===== config.mk =====
export PLATFORM = sky130hd
export DESIGN_NAME = mem_stage_module
export DESIGN_NICKNAME = d
export VERILOG_FILES = /design/src/rtl/mem_stage_pkg.sv /design/src/rtl/mem_stage_reg.sv /design/src/rtl/mem_stage_module.sv
export SDC_FILE = /design/constraint.sdc
export NUM_CORES = 1
export LEC_CHECK = 0
export ABC_AREA = 1
export CAP_MARGIN = 20
export CORE_MARGIN = 2
export CORE_UTILIZATION = 62
export DETAILED_ROUTE_END_ITERATION = 6
export DONT_BUFFER_PORTS = 1
export GPL_TIMING_DRIVEN = 0
export PLACE_DENSITY_LB_ADDON = 0.05
export SETUP_SLACK_MARGIN = 0.2
export SYNTH_ARGS = -nofsm -noshare
export SYNTH_HDL_FRONTEND = slang
export SYNTH_SLANG_ARGS = --single-unit

===== constraint.sdc =====
create_clock -name clk -period 1.7 [get_ports clk]
set_clock_uncertainty 0.2 [all_clocks]
set_input_delay 0.17 -clock clk [delete_from_list [all_inputs] [get_ports clk]]
set_output_delay 0.17 -clock clk [all_outputs]
set_load 0.02 [all_outputs]

===== src/rtl/mem_stage_pkg.sv =====
// Shared definitions for the MEM stage: datapath widths, address base and FSM states.
package mem_stage_pkg;

  localparam int REGISTER_LEN    = 32;
  localparam int REG_ADDRESS_LEN = 4;
  localparam int MEM_ADDR_W      = 6;
  localparam int MEM_ADDR_BASE   = 1024;

  typedef enum logic [1:0] {
    MEM_STATE_IDLE = 2'd0,
    MEM_STATE_WAIT = 2'd1,
    MEM_STATE_DONE = 2'd2
  } mem_state_e;

endpackage


===== src/rtl/mem_stage_reg.sv =====
// MEM/WB pipeline register; a bubble clears every field so WB sees a no-op.
module mem_stage_reg
  import mem_stage_pkg::*;
#(
  parameter int DATA_W     = REGISTER_LEN,
  parameter int REG_ADDR_W = REG_ADDRESS_LEN
) (
  input  logic                  clk,
  input  logic                  rst,
  input  logic                  bubble,
  input  logic                  wb_en_in,
  input  logic                  mem_r_en_in,
  input  logic [DATA_W-1:0]     alu_res_in,
  input  logic [DATA_W-1:0]     mem_data_in,
  input  logic [REG_ADDR_W-1:0] dest_in,
  output logic                  wb_en_out,
  output logic                  mem_r_en_out,
  output logic [DATA_W-1:0]     alu_res_out,
  output logic [DATA_W-1:0]     mem_data_out,
  output logic [REG_ADDR_W-1:0] dest_out
);

  always_ff @(posedge clk) begin
    if (rst || bubble) begin
      wb_en_out    <= 1'b0;
      mem_r_en_out <= 1'b0;
      alu_res_out  <= '0;
      mem_data_out <= '0;
      dest_out     <= '0;
    end else begin
      wb_en_out    <= wb_en_in;
      mem_r_en_out <= mem_r_en_in;
      alu_res_out  <= alu_res_in;
      mem_data_out <= mem_data_in;
      dest_out     <= dest_in;
    end
  end

endmodule


===== src/rtl/mem_stage_module.sv =====
// MEM stage: runs loads/stores over a req/ack word-memory port, freezing upstream
// stages while an access is outstanding, and feeds the MEM/WB register.
module mem_stage_module
  import mem_stage_pkg::*;
#(
  parameter int DATA_W     = REGISTER_LEN,
  parameter int REG_ADDR_W = REG_ADDRESS_LEN,
  parameter int MEM_AW     = MEM_ADDR_W,
  parameter int ADDR_BASE  = MEM_ADDR_BASE
) (
  input  logic                  clk,
  input  logic                  rst,
  input  logic                  wb_en_in,
  input  logic                  mem_r_en_in,
  input  logic                  mem_w_en_in,
  input  logic [DATA_W-1:0]     alu_res_in,
  input  logic [DATA_W-1:0]     val_Rm_in,
  input  logic [REG_ADDR_W-1:0] dest_in,
  output logic                  freeze_out,
  output logic                  wb_en_hazard_out,
  output logic [REG_ADDR_W-1:0] dest_hazard_out,
  output logic                  mem_req,
  output logic                  mem_we,
  output logic [MEM_AW-1:0]     mem_addr,
  output logic [DATA_W-1:0]     mem_wdata,
  input  logic [DATA_W-1:0]     mem_rdata,
  input  logic                  mem_ack,
  output logic                  wb_en_out,
  output logic                  mem_r_en_out,
  output logic [DATA_W-1:0]     alu_res_out,
  output logic [DATA_W-1:0]     mem_data_out,
  output logic [REG_ADDR_W-1:0] dest_out
);

  mem_state_e              state_reg, state_next;
  logic                    mem_req_reg, mem_we_reg;
  logic [MEM_AW-1:0]       mem_addr_reg;
  logic [DATA_W-1:0]       mem_wdata_reg, hold_reg;
  logic                    access;
  logic [MEM_AW-1:0]       word_addr;
  logic                    bubble;
  logic [DATA_W-1:0]       wb_mem_data;

  assign access           = mem_r_en_in | mem_w_en_in;
  assign wb_en_hazard_out = wb_en_in;
  assign dest_hazard_out  = dest_in;

  // Offset from the data-segment base wraps modulo 2^DATA_W; byte bits dropped.
  assign word_addr = MEM_AW'((alu_res_in - DATA_W'(ADDR_BASE)) >> 2);

  assign mem_req   = mem_req_reg;
  assign mem_we    = mem_we_reg;
  assign mem_addr  = mem_addr_reg;
  assign mem_wdata = mem_wdata_reg;

  always_comb begin
    state_next  = state_reg;
    freeze_out  = 1'b0;
    bubble      = 1'b0;
    wb_mem_data = '0;
    case (state_reg)
      MEM_STATE_IDLE: begin
        if (access) begin
          freeze_out = 1'b1;
          bubble     = 1'b1;
          state_next = MEM_STATE_WAIT;
        end
      end
      MEM_STATE_WAIT: begin
        freeze_out = 1'b1;
        bubble     = 1'b1;
        if (mem_ack) state_next = MEM_STATE_DONE;
      end
      MEM_STATE_DONE: begin
        wb_mem_data = mem_we_reg ? '0 : hold_reg;
        state_next  = MEM_STATE_IDLE;
      end
      default: state_next = MEM_STATE_IDLE;
    endcase
    if (rst) freeze_out = 1'b0;
  end

  always_ff @(posedge clk) begin
    if (rst) begin
      state_reg     <= MEM_STATE_IDLE;
      mem_req_reg   <= 1'b0;
      mem_we_reg    <= 1'b0;
      mem_addr_reg  <= '0;
      mem_wdata_reg <= '0;
      hold_reg      <= '0;
    end else begin
      state_reg <= state_next;
      // A load wins over a simultaneous store, so we is only the store-alone case.
      if (state_reg == MEM_STATE_IDLE && access) begin
        mem_req_reg   <= 1'b1;
        mem_we_reg    <= ~mem_r_en_in;
        mem_addr_reg  <= word_addr;
        mem_wdata_reg <= val_Rm_in;
      end
      if (state_reg == MEM_STATE_WAIT && mem_ack) begin
        mem_req_reg <= 1'b0;
        hold_reg    <= mem_rdata;
      end
    end
  end

  mem_stage_reg #(
    .DATA_W    (DATA_W),
    .REG_ADDR_W(REG_ADDR_W)
  ) u_mem_wb (
    .clk         (clk),
    .rst         (rst),
    .bubble      (bubble),
    .wb_en_in    (wb_en_in),
    .mem_r_en_in (mem_r_en_in),
    .alu_res_in  (alu_res_in),
    .mem_data_in (wb_mem_data),
    .dest_in     (dest_in),
    .wb_en_out   (wb_en_out),
    .mem_r_en_out(mem_r_en_out),
    .alu_res_out (alu_res_out),
    .mem_data_out(mem_data_out),
    .dest_out    (dest_out)
  );

endmodule


==> results of run 1 <==
==> routing by layer <==
metal  part of all wire  vias to the layer above  routed length [um]  GRT usage
met1               0.33                     2194                5030      0.313
li1                   -                     2153                   -          -
met5                  0                        -                   0          0
met2               0.53                      275                8240      0.624
met3               0.10                       69                1550      0.135
met4              0.041                        0                 630      0.136
==> synth_stat cells <==
cell	instances	area share
buf_4	11	0.017
inv_1	106	0.081
nor2_1	108	0.082
nor2_2	2	0.0025
buf_6	2	0.0046
clkbuf_1	13	0.0099
nand3_2	1	0.0020
a21oi_1	42	0.043
nand4_1	1	0.0013
buf_1	2	0.0015
nand2_2	1	0.0013
inv_2	2	0.0015
nand3_1	72	0.073
nand3b_1	1	0.0015
dfxtp_1	144	0.58
nand2_1	106	0.081
buf_2	14	0.014
==> cell type report <==
class,instances,area share
multi-input combinational,334,0.216
clock inverter,14,0.0207
sequential,144,0.416
buffer,42,0.0453
clock buffer,17,0.0596
tap,102,0.0184
timing repair buffer,116,0.166
inverter,108,0.0583
==> cells by family (layout without fill, tap and decap cells) <==
family / count (synthesis) / after routing / synth area share
and+or+nand+nor: 292 / 292 / 0.244
DFF: 144 / 144 / 0.584
AOI/OAI and AO/OA: 42 / 42 / 0.0426
buffers and inverters: 150 / 297 / 0.129
==> through the flow <==
step,utilization,setup TNS (ns)
after CTS,0.871,0
after floorplan,-,0
final,0.900,0
after global routing,0.900,-0.00815
after global placement,0.655,0
after detailed placement,0.655,0
==> worst max-delay path: cells and delay by family (launching register included) <==
kind,cells,cell delay (ns)
AO/OA/AOI/OAI,1,0.23
flip-flops,1,0.34
AND/OR/NAND/NOR,2,0.21
==> cells in the final DEF, fill, tap and decap left out, types with 2 or more instances in the layout <==
| cell type | n |
|---|---|
| nor2_4 | 2 |
| clkbuf_2 | 9 |
| clkbuf_4 | 3 |
| bufinv_16 | 2 |
| a21oi_1 | 28 |
| clkinv_4 | 4 |
| clkinv_2 | 5 |
| clkbuf_16 | 17 |
| buf_4 | 15 |
| dfxtp_1 | 141 |
| nand2_1 | 105 |
| buf_2 | 10 |
| dfxtp_2 | 2 |
| a21oi_2 | 13 |
| inv_2 | 2 |
| dlygate4sd3_1 | 105 |
| clkbuf_1 | 3 |
| buf_6 | 7 |
| nor2_1 | 108 |
| nand3_1 | 72 |
| buf_8 | 5 |
| inv_1 | 106 |
| clkinvlp_4 | 2 |
==> timing repair <==
item                       4_1_cts  5_1_grt
cloned                           0        2
hold endpoints to repair       114        0
buffers inserted                 3        6
hold buffers                   105        0
setup endpoints to repair       52      118
pin swaps                        2        7
resized for setup               12       61
==> where the power goes <==
part / total [mW] / internal [mW] / switching (mW)
clock: 3.50 / 2.08 / 1.43
combinational: 0.965 / 0.461 / 0.504
sequential: 3.91 / 3.57 / 0.338
==> final timing paths <==
kind              cells after the start                      start                                   to  slack (ns)
hold / removal                        5                mem_w_en_in            state_reg[0]$_SDFFE_PP0P_        0.02
setup reg to reg                      8  state_reg[1]$_SDFFE_PP0P_           mem_wdata[18]$_SDFFE_PP0P_        0.12
hold reg to reg                       2   hold_reg[0]$_SDFFE_PP0P_  u_mem_wb.mem_data_out[0]$_SDFF_PP0_        0.23
setup / recovery                      3  state_reg[1]$_SDFFE_PP0P_                           freeze_out        0.03
==> results.md, run 1 <==
* GR Overflow Total at 0
* Area after DPL at about 0.005 sq mm
* Via count at about 4700
* Data arrival, critical path at about 1.3 ns
* Final cell count without fillers at about 880
* ANT cells at 0
* FILL cells at roughly 340
* Design area at around 0.0070 sq mm
* First-pass GRT wire length at between 20000 and 25000 um
* Min Hold Slack at 0.0173 ns
* Relative slew slack at 0.696
* Drt pass-1 iters at 5
* Width of the die at 93.2 um
* Detailed-placement wirelength estimate at ~8000 um
* DRT Wirelength at between 15000 and 20000 um
* I/O Buffers at 0
* Crit path time final at 1.67 ns
* Worst slack at placement at 0.157 ns
* Synthesized flop and latch total at roughly 140
* Worst setup margin at 0.0320 ns
* Antenna violations before repair at 0
* Share of cells above drive strength 1 at 0.135
* Number of global-route vias before repair at approximately 4600
* Syn avg cell area at 7.86 sq um
* Maximum VDD drop at ~0.79 mV
* Syn_nets at 734
* Final net count at ~870
* Register area share after synthesis at 0.584
* Post-route ant nets at 0
* GRT Overall Usage at 0.331
* Residual DRC at 0
* Die area at between 0.008 and 0.009 sq mm
* FMAX at approximately 600 MHz
* CP max-delay cell: dfxtp_2
* Wire per inst at 17.6 um
* Maximum clock path buffer count at 2
* Seq. cell area at 0.00289 sq mm
* Least-Margin Pin Slew at approximately 0.46 ns
* Final Hold Viols at 0
* Critical Path Source Type: flop
* DR iter-0 viols at ~250
* Cell row count at 32
* Synth Cell Area at about 0.0049 sq mm
* Pwr dens at 1210 mW/mm^2
* Status: completed
* Crit path required time at 1.33 ns
* Ys Warns at 0
* Die H at 93.2 um
* RSZ-0062 raised after global routing: yes
* Root buffer cell: clkbuf_8
* Crit Path Class: reg -> out
* Period utilisation layout at 0.981
* Vias/cell at 5.35
* CORE AREA at about 0.0077 sq mm
* Final-report max-slew violation count at 0
* # H-tree levels at 4
* Clk sinks at between 100 and 150
* Crit. End Element: output port
* Clock-pin slew on the worst setup and hold paths at about 0.060 ns
* Maximum fanout along the worst path at 3
* CTS Buf Count at 17
* Final setup fails at 0
* CP max stage delay at approximately 0.34 ns
* IO Count at ~220
* Final Wtd Congestion at between 0.8 and 0.9
* Placed cells at 730
* Max-cap viol count at 0
* Multi-input gate area at 0.00150 sq mm
* Cell count after synthesis at between 600 and 700
* HP Class: in -> reg
* Pin count of the biggest net entering global routing at 17
* CP Cell Sequence: nor2_4 -> nand2_4 -> a21oi_4
* Area grow syn2layout at 40.9%
* Design Power at ~8.4 mW
* Synth cell types at 17
* Leak at 3.30 nW
* Worst skew pair latency at about 0.51 ns
* Initial Utilization at 0.639
* CTS tree: built
Note: power is estimated with default switching activity, not from simulation.
==> run 2: changes to the inputs <==
CORE_ASPECT_RATIO = 0.9   (was unset)
==> run 2 against run 1 <==
Effect of this change: the run now ends with negative setup slack left; combinational power is 3.1% lower; first-iteration DRC count rose by 14%; sequential power about the same; utilization is 1.2 points higher; cell count decreased by 0.46%; routed wire length is 4.6% higher; non-clock buffer count grew 1; via count is 2.0% higher; setup slack lost 0.047 ns; critical path type unchanged; critical endpoint unchanged.
==> results.md, run 2 (synthesized netlist as in run 1, its figures left out) <==
* CTS Buf Count at 17 (unchanged)
* Critical Path Source Type: flop
* Die H at 88.6 um (-4.9%)
* Final Wtd Congestion at 0.854 (+6.4%)
* Clock-pin slew on the worst setup and hold paths at 0.06 ns (about the same)
* Final Hold Viols at 0 (unchanged)
* FILL cells at 297 (-12%)
* Final design utilization at 0.912 (+0.0121)
* # H-tree levels at 4 (unchanged)
* Data arrival, critical path at 1.34 ns (+0.04 ns)
* Commonest cells after routing, fill and taps aside: dfxtp_1 (142), nor2_1 (107), inv_1 (106)
* Least-Margin Pin Slew at 0.471 ns (+0.0154 ns)
* Leading cell type in the layout, fill and taps excluded: dfxtp_1
* Number of global-route vias before repair at 4585 (-0.46%)
* Wire per inst at 18.5 um (+5.1%)
* Placed cells at 724 (-0.82%)
* I/O Buffers at 0 (unchanged)
* ANT cells at 0 (unchanged)
* Final setup fails at 1 (+1)
* Leak at 3.31 nW (+0.24%)
* Initial Utilization at 0.648 (+0.00902)
* Crit Path Class: reg -> out
* Die area at 0.00869 sq mm (about the same)
* Crit path required time at 1.33 ns (about the same)
* RSZ-0062 raised after global routing: yes
* Maximum VDD drop at 0.991 mV (+26%)
* Area after DPL at 0.00506 sq mm (-0.15%)
* Status: complete, but fails checks
* Met2 WL at 8270 um (+0.29%)
* Clk sinks at 144 (unchanged)
* DR iter-0 viols at 287 (+14%)
* DRT met1 WL at 5650 um (+12%)
* Wire length on met3 at 1620 um (+4.7%)
* Detailed-placement wirelength estimate at 7730 um (-3.6%)
* Cell row count at 30 (-6.3%)
* Final net count at 870 (+0.12%)
* Relative slew slack at 0.686 (-0.0102)
* Area grow syn2layout at 40.8% (about the same)
* Maximum clock path buffer count at 2 (unchanged)
* CTS tree: built
* Post-route ant nets at 0 (unchanged)
* Crit path time final at 1.71 ns (+0.0467 ns)
* Share of cells above drive strength 1 at 0.127 (-0.00807)
* Drt pass-1 iters at 6 (+1)
* Multi-input gate area at 0.00148 sq mm (-1.4%)
* Final cell count without fillers at 873 (-0.46%)
* HP Class: in -> reg
* Residual DRC at 0 (unchanged)
* Max-cap viol count at 0 (unchanged)
* Period utilisation layout at 1.01 (+0.0275)
* Failing checks: negative setup slack
* Pwr dens at 1230 mW/mm^2 (+2.3%)
* Design Power at 8.57 mW (+2.2%)
* Crit. End Element: output port
* CORE AREA at 0.00762 sq mm (-1.4%)
* Root buffer cell: clkbuf_8
* Maximum fanout along the worst path at 4 (+1)
* Final-report max-slew violation count at 0 (unchanged)
* First-pass GRT wire length at 22500 um (+1.8%)
* GRT Overall Usage at 0.331 (+0.000359)
* Pin count of the biggest net entering global routing at 17 (unchanged)
* GR Overflow Total at 0 (unchanged)
* Worst skew pair latency at 0.51 ns (about the same)
* Uppermost layer routed: met4
* Worst setup margin at -0.0147 ns (-0.0467 ns)
* DRT Wirelength at 16200 um (+4.6%)
* IO Count at 222 (unchanged)
* Seq. cell area at 0.00289 sq mm (about the same)
* Antenna violations before repair at 0 (unchanged)
* Vias/cell at 5.48 (+2.5%)
* Design area at 0.00695 sq mm (about the same)
* FMAX at 583 MHz (-2.7%)
* Via count at 4787 (+2.0%)
* Width of the die at 98.1 um (+5.2%)
-- run 2: cell types whose count changed in the layout (fill, tap and decap cells not counted), sizes merged --
cell / previous run / this run
clkinv: 9 / 4
buf: 37 / 39
clkbuf: 33 / 35
inv: 109 / 111
bufinv: 2 / 3
-- run 2: what timing repair did --
item / CTS / global route
pin swaps: 2 / 4
hold buffers: 104 / 1
hold endpoints to repair: 114 / 1
resized for setup: 11 / 55
setup buffers: 3 / 6
cloned: 0 / 3
endpoints found under the setup margin: 48 / 124
-- run 2: power breakdown --
group / leakage, nW / internal (mW) / switching, mW
sequential: 1.18 / 3.57 / 0.335
combinational: 1.84 / 0.435 / 0.501
clock: 0.286 / 2.28 / 1.44
-- run 2: through the flow --
step | TNS (ns) | hold slack (ns) | setup WS (ns)
after floorplan | 0 | 0.0391 | 0.377
after global placement | 0 | 0.0408 | 0.178
after detailed placement | 0 | 0.0455 | 0.153
after CTS | 0 | -0.360 | 0.00940
after global routing | -0.0715 | 0.0699 | -0.0715
final | -0.0147 | 0.0221 | -0.0147
-- run 2: worst paths after layout --
path	startpoint	to	slack (ns)	cells after the start
hold reg to reg	hold_reg[30]$_SDFFE_PP0P_	u_mem_wb.mem_data_out[30]$_SDFF_PP0_	0.23	2
setup reg to reg	state_reg[0]$_SDFFE_PP0P_	hold_reg[2]$_SDFFE_PP0P_	0.18	7
hold / removal	mem_r_en_in	mem_we$_SDFFE_PP0P_	0.02	5
setup / recovery	state_reg[1]$_SDFFE_PP0P_	freeze_out	-0.01	3
-- run 2: per-layer routing --
layer	vias up	global-route usage
met4	0	0.153
met3	55	0.133
li1	2155	-
met5	-	0
met1	2261	0.344
met2	316	0.598
-- run 2: final cells by class --
cell class	count	share of cell area
Multi-Input combinational cell	334	0.213
Buffer	42	0.0439
Inverter	108	0.0583
Clock buffer	20	0.0627
Clock inverter	12	0.0223
Sequential cell	144	0.416
Tap cell	96	0.0173
Timing Repair Buffer	117	0.167
-- run 2: worst max-delay path, stage by stage, from the launching register on --
cell and delay [ns]:
dfxtp_2 0.35, inv_2 0.12, nand2_2 0.10, a21oi_4 0.26
==> run 3: changes to the inputs <==
SETUP_SLACK_MARGIN = 0.02   (was 0.2)
==> run 3 against run 2 <==
Effect of this change: the flow finishes with violations (design-rule violations); total power fell by 1.3%; final area fell by 2.5%; first-iteration DRC count down 34%; cell count is 0.80% lower; combinational power fell by 8.4%; sequential power about the same; sequential cell count unchanged; sequential share of layout area up 1.1 points; global-route usage barely moved; non-clock buffer count decreased by 7; setup slack better by 0.044 ns.
==> results.md, run 3 (synthesized netlist as in run 1, its figures left out) <==
* Pin count of the biggest net entering global routing at 17 (unchanged)
* Final setup fails at 0 (-1)
* Crit path required time at 1.33 ns (about the same)
* Period utilisation layout at 0.983 (-0.0257)
* Comb pwr share at 0.101 (-0.008)
* Relative slew slack at 0.662 (-0.0239)
* Final Wtd Congestion at 0.854 (unchanged)
* # H-tree levels at 4 (unchanged)
* Clk sinks at 144 (unchanged)
* GR Overflow Total at 0 (unchanged)
* Worst R2R Path Depth at 5 (-2)
* Worst R2R Setup Slack at 0.06 ns (-0.12 ns)
* Area grow syn2layout at 37.2%
* Crit. End Element: output port
* GRT Overall Usage at 0.331 (-0.000343)
* CP max stage delay at 0.34 ns (about the same)
* Wire per inst at 17.0 um (-8.3%)
* Die H at 88.6 um (unchanged)
* Final Hold Viols at 0 (unchanged)
* Design area at 0.00677 sq mm (-2.5%)
* First-pass GRT wire length at 22500 um (about the same)
* Via count at 4600 (-3.9%)
* Failing checks: design-rule violations
* Final net count at 863 (-0.80%)
* Clock share of power at 0.437 (+0.002)
* Leading cell type in the layout, fill and taps excluded: dfxtp_1
* DRT Wirelength at 14700 um (-9.0%)
* Antenna violations before repair at 0 (unchanged)
* FILL cells at 354 (+19%)
* Root buffer cell: clkbuf_8
* Share of cells above drive strength 1 at 0.0948 (-0.0326)
* Pwr dens at 1250 mW/mm^2 (+1.3%)
* Switching Power at 2.21 mW (-2.9%)
* Final-report max-slew violation count at 0 (unchanged)
* Post-route ant nets at 0 (unchanged)
* Vias/cell at 5.31 (-3.1%)
* Commonest cells after routing, fill and taps aside: dfxtp_1 (142), nor2_1 (108), inv_1 (106), nand2_1 (106), dlygate4sd3_1 (106)
* Cell row count at 30 (unchanged)
* Die area at 0.00869 sq mm (unchanged)
* Final design utilization at 0.889 (-0.0228)
* Crit Path Class: reg -> out
* Internal Dissipation at 6.25 mW (-0.71%)
* Drt pass-1 iters at 7 (+1)
* Crit path buf inv count at 0 (-1)
* Min Hold Slack at 0.0996 ns (+0.0776 ns)
* Detailed-placement wirelength estimate at 7730 um (unchanged)
* Number of global-route vias before repair at 4553 (-0.70%)
* Max-cap viol count at 0 (unchanged)
* Clock-pin slew on the worst setup and hold paths at 0.07 ns (about the same)
* Status: complete, but fails checks
* Final cell count without fillers at 866 (-0.80%)
* Width of the die at 98.1 um (unchanged)
* Design Power at 8.46 mW (-1.3%)
* FMAX at 598 MHz (+2.6%)
* Switching portion of total power at 0.261 (-0.00427)
* Maximum VDD drop at 0.895 mV (-9.6%)
* Least-Margin Pin Slew at 0.507 ns (+0.0358 ns)
* Crit path time final at 1.67 ns (-0.0437 ns)
* Residual DRC at 1 (+1)
* HP Class: in -> reg
* Crit path max-delay family: flip-flops
* Area after DPL at 0.00506 sq mm (unchanged)
* ANT cells at 0 (unchanged)
* I/O Buffers at 0 (unchanged)
* CTS tree: built
* Multi-input gate area at 0.00144 sq mm (-2.9%)
* Seq. cell area at 0.00289 sq mm (unchanged)
* IO Count at 222 (unchanged)
* Critical Path Source: state_reg[1]$_SDFFE_PP0P_
* RSZ-0062 raised after global routing: yes
* Maximum clock path buffer count at 2 (unchanged)
* Seq pwr share at 0.461 (+0.005)
* Worst skew pair latency at 0.52 ns (about the same)
* Leak at 3.23 nW (-2.3%)
* Data arrival, critical path at 1.30 ns (-0.04 ns)
* Initial Utilization at 0.648 (unchanged)
* CTS Buf Count at 17 (unchanged)
* CP max-delay cell: dfxtp_2
* Maximum fanout along the worst path at 3 (-1)
* Critical Path Source Type: flop
* R2r startpoint: state_reg[1]$_SDFFE_PP0P_
* Worst path depth at 3 (unchanged)
* Worst setup endpoint: freeze_out
* DR iter-0 viols at 189 (-34%)
* CORE AREA at 0.00762 sq mm (unchanged)
* Placed cells at 724 (unchanged)
* Capturing point of the worst reg2reg path: state_reg[0]$_SDFFE_PP0P_
* CP Cell Sequence: nor2_4 -> nand2_4 -> a21oi_4
==> run 3: changes by cell type in the layout (fill, tap and decap cells not counted), sizes merged <==
cell	before	now
clkbuf	35	33
dlygate4sd3	105	106
dlymetal6s4s	0	1
buf	39	32
==> run 3: layout make-up <==
type	count	area share
Clock inverter	12	0.0229
Clock buffer	20	0.0643
Multi-Input combinational cell	334	0.212
Timing Repair Buffer	110	0.162
Sequential cell	144	0.426
Buffer	42	0.0349
Tap cell	96	0.0177
Inverter	108	0.0598
==> run 3: worst min path at each step <==
stage,start,cells past startpoint,endpoint
6_report,mem_rdata[4],3,hold_reg[4]$_SDFFE_PP0P_
3_3_place_gp,rst,1,state_reg[0]$_SDFFE_PP0P_
5_1_grt,mem_rdata[21],3,hold_reg[21]$_SDFFE_PP0P_
4_1_cts,mem_rdata[13],3,hold_reg[13]$_SDFFE_PP0P_
3_5_place_dp,rst,1,state_reg[0]$_SDFFE_PP0P_
2_1_floorplan,rst,1,state_reg[0]$_SDFFE_PP0P_
==> run 3: worst register-to-register path, cell delays in order (launching register included) <==
cell	delay, ns
dfxtp_2	0.34
nor2_4	0.14
nand2_4	0.07
buf_4	0.16
a21oi_1	0.12
dlygate4sd3_1	0.55
==> run 3: repair_timing <==
action / CTS / global route
resized for setup: 6 / 10
pin swaps: 2 / 2
endpoints found under the setup margin: 1 / 18
buffers inserted: 3 / 0
cloned: 0 / 0
hold buffers: 107 / 1
hold endpoints to repair: 114 / 1
==> run 3: per-stage QoR <==
step / setup TNS, ns / setup WS, ns
finish: 0 / 0.0290
global placement: 0 / 0.178
CTS: 0 / 0.00930
global route: -0.00798 / -0.00798
detailed placement: 0 / 0.153
floorplan: 0 / 0.377
==> run 3: per-layer routing <==
layer  global-route usage  routed length (um)  vias up
met3                0.124                1400       38
met2                0.601                7560      268
met4                0.148                 393        0
met1                0.348                5350     2154
met5                    0                   0        -
li1                     -                   -     2140
==> run 3: power groups by stage <==
stage / combinational, mW / sequential [mW] / clock (mW)
after global routing: 0.934 / 3.91 / 3.87
after CTS: 0.798 / 3.89 / 3.70
after detailed placement: 0.563 / 3.96 / 0
final: 0.856 / 3.90 / 3.70
after floorplan: 0.463 / 3.92 / 0
after global placement: 0.543 / 3.96 / 0
